===== src/rtl/switch_debouncer.sv =====
// Slide-switch conditioner: per-channel synchroniser, debounce FSM and counter,
// producing clean levels plus one-cycle rise/fall pulses for downstream logic.
`timescale 1ns/1ps

module switch_debouncer #(
    parameter int N_CH            = 2,
    parameter int SYNC_STAGES     = 2,
    parameter int DEBOUNCE_CYCLES = 1000000
) (
    input  logic            I_P_CLK,
    input  logic            I_P_RST,
    input  logic [N_CH-1:0] I_P_SW,
    output logic [N_CH-1:0] O_P_SW_DB,
    output logic [N_CH-1:0] O_P_SW_RISE,
    output logic [N_CH-1:0] O_P_SW_FALL,
    output logic [N_CH-1:0] O_P_BUSY
);

    localparam int CNT_W = $clog2(DEBOUNCE_CYCLES);
    localparam logic [CNT_W-1:0] CNT_LAST = CNT_W'(DEBOUNCE_CYCLES - 1);

    typedef enum logic [1:0] {
        STABLE_LO = 2'd0,
        WAIT_HI   = 2'd1,
        STABLE_HI = 2'd2,
        WAIT_LO   = 2'd3
    } state_t;

    for (genvar i = 0; i < N_CH; i++) begin : g_ch
        logic [SYNC_STAGES-1:0] sync_q;
        logic                   s;
        state_t                 state_q, state_d;
        logic [CNT_W-1:0]       cnt_q, cnt_d;
        logic                   rise_q, rise_d;
        logic                   fall_q, fall_d;

        // Raw switch is asynchronous; only the last stage of this chain is ever read.
        always_ff @(posedge I_P_CLK or posedge I_P_RST) begin
            if (I_P_RST) begin
                sync_q <= '0;
            end else begin
                sync_q <= {sync_q[SYNC_STAGES-2:0], I_P_SW[i]};
            end
        end

        assign s = sync_q[SYNC_STAGES-1];

        always_ff @(posedge I_P_CLK or posedge I_P_RST) begin
            if (I_P_RST) begin
                state_q <= STABLE_LO;
                cnt_q   <= '0;
                rise_q  <= 1'b0;
                fall_q  <= 1'b0;
            end else begin
                state_q <= state_d;
                cnt_q   <= cnt_d;
                rise_q  <= rise_d;
                fall_q  <= fall_d;
            end
        end

        // A WAIT state accepts the candidate only after an unbroken run ending at
        // the terminal count; any contrary sample drops back and discards the count.
        always_comb begin
            state_d = state_q;
            cnt_d   = cnt_q;
            rise_d  = 1'b0;
            fall_d  = 1'b0;
            case (state_q)
                STABLE_LO: begin
                    if (s) begin
                        state_d = WAIT_HI;
                        cnt_d   = '0;
                    end
                end
                WAIT_HI: begin
                    if (!s) begin
                        state_d = STABLE_LO;
                        cnt_d   = '0;
                    end else if (cnt_q == CNT_LAST) begin
                        state_d = STABLE_HI;
                        cnt_d   = '0;
                        rise_d  = 1'b1;
                    end else begin
                        cnt_d = cnt_q + 1'b1;
                    end
                end
                STABLE_HI: begin
                    if (!s) begin
                        state_d = WAIT_LO;
                        cnt_d   = '0;
                    end
                end
                WAIT_LO: begin
                    if (s) begin
                        state_d = STABLE_HI;
                        cnt_d   = '0;
                    end else if (cnt_q == CNT_LAST) begin
                        state_d = STABLE_LO;
                        cnt_d   = '0;
                        fall_d  = 1'b1;
                    end else begin
                        cnt_d = cnt_q + 1'b1;
                    end
                end
                default: begin
                    state_d = STABLE_LO;
                    cnt_d   = '0;
                end
            endcase
        end

        // Debounced level is implied by the state, so it flips on the pulse edge.
        assign O_P_SW_DB[i]   = (state_q == STABLE_HI) || (state_q == WAIT_LO);
        assign O_P_BUSY[i]    = (state_q == WAIT_HI) || (state_q == WAIT_LO);
        assign O_P_SW_RISE[i] = rise_q;
        assign O_P_SW_FALL[i] = fall_q;
    end

endmodule


===== config.mk =====
export PLATFORM = sky130hd
export DESIGN_NAME = switch_debouncer
export DESIGN_NICKNAME = d
export VERILOG_FILES = /design/src/rtl/switch_debouncer.sv
export SDC_FILE = /design/constraint.sdc
export NUM_CORES = 1
export LEC_CHECK = 0
export ABC_AREA = 1
export BUFFER_PORTS_ARGS = -buffer_cell sky130_fd_sc_hd__buf_2
export CORE_ASPECT_RATIO = 1.25
export CORE_MARGIN = 4
export CORE_UTILIZATION = 30
export CTS_CLUSTER_DIAMETER = 100
export DETAILED_ROUTE_END_ITERATION = 6
export SYNTH_ARGS = -nofsm -noshare
export SYNTH_HDL_FRONTEND = slang
export SYNTH_SLANG_ARGS = --single-unit
export TNS_END_PERCENT = 100

===== constraint.sdc =====
create_clock -name I_P_CLK -period 1.95 [get_ports I_P_CLK]
set_clock_uncertainty 0.1 [all_clocks]
set_input_delay 0 -clock I_P_CLK [delete_from_list [all_inputs] [get_ports I_P_CLK]]
set_output_delay 0 -clock I_P_CLK [all_outputs]
set_load 0.01 [all_outputs]

==> flow_summary.yaml <==
critical_path:
  cp.depth: 8
  crit_path_start_kind: "flop"
  worstPathMaxFanout: 14
  arrival_ns: 1.84
  r2r-start: "g_ch[0].cnt_q[1]"
  crit_family: "simple AND/OR/NAND/NOR gates"
  rr_endpoint: "g_ch[0].cnt_q[12]"
  reg2reg_depth: 8
  worst-path-buf-inv: 1
  r2r_slack_ns: 0.20
  endpoint: "g_ch[0].cnt_q[12]"
  cpMaxStageDelayCell: "dfrtp_1"
  crit_chain: "ha_1 > nand2_2 > nor3_4 > nand3_2 > nand2_4 > inv_2 > nand3_1 > nand2_1"
  critPathMaxStageDelay_ns: 0.39
  critPathLaunch: "g_ch[0].cnt_q[1]"
  crit_type: "reg2reg"
  endpoint_kind: "flop"
  cp_data_required_time_ns: 2.03
synthesis:
  ys_seq_area_frac: 0.426
  synth_area_um2: 3060
  syn_avg_cell_area_um2: 7.81
  synth_fp_nets: 397
  yosysWarningCount: 0
  ys_types: 33
  ys_ff_latch: 52
  synth_cells: 391
timing:
  tightest_slew_ns: 0.481
  period_minus_slack_ns: 1.75
  maxSlewViolCount: 0
  slew_headroom: 0.679
  max_freq_mhz: 570
  setup_violations: 0
  rsz0062_at_grt: "false"
  fin_crit_sh: 0.900
  hold_violations: 0
  hold-worst-slack_ns: 0.173
  layout_setup_ws_ns: 0.195
  setup_tns_ns: 0
power_and_ir_drop:
  finalPower_mw: 3.03
  ir_drop_mv: 0.527
  power_density_nw_per_um2: 884
  power_leakage_nw: 1.53
clocking:
  cts_max_level: 2
  cts_made_buffers: 5
  root_buffer: "clkbuf_16"
  clock_latency_ns: 0.29
  clkTransAtPathRegs_ns: 0.07
  cts_tree: "built"
  cts.sinks: 52
  cts_setup_buffers: 0
  clk_path_buf_depth: 2
finish:
  final_nets: 409
  multi_input_area_um2: 1520
  drive_above_1_share: 0.161
  area_growth_pct: 12.3
  stdcell_count: 530
  diodes: 0
  nFillCells: 1026
  seq_area_um2: 1300
floorplanning:
  dieWidth_um: 98.3
  placeableCoreArea_um2: 9760
  die_height_um: 121
  fp-row-count: 40
  initial_core_util: 0.313
  pin_count: 12
  dieArea_um2: 11900
run_status:
  status: "complete, no violations"
routing:
  drc: 0
  vias: 2458
  viasPerCell: 4.64
  wl_per_cell_um: 12.3
  firstDrtPassIters: 4
  drt_wl_total_um: 6500
  first_iter_violations: 114
  ant_nets: 0
grt:
  grt_usage: 0.111
  antenna_found_initial: 0
  grt_pass1_vias: 2438
  grt_pass1_wl_um: 11100
  grt_overflow: 0
  grt_max_degree: 23
worst_hold_path:
  hold_path.class: "in2async"
placement:
  pre_cts_ws_ns: 0.169
  place_congestion: 0.861
  hpwl_um: 4860
  io_buffers: 11
  placed_cells: 519
flow_run:
  drv_cap: 0
## state kept, by name, summed over array words and instances (netlist names), named ones only
| signal | flops |
|---|---|
| g_ch.fall_q | 2 |
| g_ch.sync_q | 4 |
| g_ch.cnt_q | 40 |
| g_ch.rise_q | 2 |
| g_ch.state_q | 2 |
## placed cells by master, fill, tap and decap left out, drive strengths merged, types with 7 or more instances in the layout
| cell | count |
|---|---|
| nand2 | 123 |
| nor2 | 53 |
| dfrtp | 52 |
| inv | 39 |
| nand3 | 38 |
| buf | 16 |
| xor2 | 15 |
| o21ai | 15 |
| o22ai | 12 |
| nand4 | 9 |
| clkbuf | 7 |
## where the power goes
group	total (mW)	switching, mW	internal [mW]
logic	0.707	0.487	0.220
registers	1.26	0.0971	1.16
clock network	1.07	0.390	0.676
## stage by stage
| step | utilization | instance area, µm² |
|---|---|---|
| 4_1_cts | 0.351 | 3430 |
| 6_report | 0.352 | 3430 |
| 3_5_place_dp | 0.329 | 3210 |
| 2_1_floorplan | - | 3060 |
| 3_3_place_gp | 0.329 | 3210 |
| 5_1_grt | 0.352 | 3430 |
## routing by layer
layer / global-route usage / up-vias / share of wire
li1: - / 1272 / -
met1: 0.138 / 1166 / 0.46
met2: 0.201 / 14 / 0.52
met3: 0.0196 / 6 / 0.016
met4: 0.0239 / 0 / 0.0065
met5: 0 / - / 0
## worst min path at each step
stage,startpoint,endpoint,slack [ns],cells past startpoint
6_report,I_P_RST,g_ch[0].rise_q,0.17,3
5_1_grt,I_P_RST,g_ch[0].sync_q[1],0.23,3
4_1_cts,I_P_RST,g_ch[0].sync_q[1],0.18,3
3_5_place_dp,I_P_RST,g_ch[0].sync_q[0],-0.05,2
3_3_place_gp,I_P_RST,g_ch[0].sync_q[1],-0.06,2
2_1_floorplan,I_P_SW[0],g_ch[0].sync_q[0],-0.07,0
## cell type report
class / count / share of cell area
flip-flops and latches: 52 / 0.379
inverters: 39 / 0.0427
clock inverters: 1 / 0.00875
clock buffers: 7 / 0.0445
well taps: 126 / 0.0459
repair buffers: 19 / 0.0357
multi-input cells: 286 / 0.443
## cells by family after synthesis
family                   count (synthesis)  share of synthesized area
flip-flops                              52                      0.426
adder cells (fa/ha/maj)                  2                    0.00819
AO/OA/AOI/OAI                           37                     0.0692
buffers and inverters                   53                     0.0778
XOR/XNOR                                17                     0.0487
AND/OR/NAND/NOR                        230                      0.370
## Yosys cell counts, drive strengths merged
cell,n,area (µm²)
dfrtp,52,1300
o21ai,15,75.1
nand3,38,210
o22ai,12,75.1
xnor2,2,17.5
ha,2,25.0
nand2,123,509
nand3b,2,15.0
clkbuf,4,15.0
inv,39,146
a21o,1,7.51
nor3,5,46.3
buf,10,76.3
nand4,9,62.6
o21bai,3,22.5
xor2,15,131
a21oi,5,25.0
nor2,53,288
a31oi,1,6.26
## worst reg2reg max path, delay by kind of cell (launching register included)
kind          cells  cell delay [ns]
buf+inv           1             0.13
simple gates      6             0.82
flops             1             0.39
fa+ha+maj         1             0.22
## timing repair
action | 4_1_cts | 5_1_grt
hold endpoints to repair | 22 | 0
hold buffers | 3 | 0
setup endpoints to repair | 0 | 1
resized for setup | 0 | 1
(Power assumes the default switching activity.)
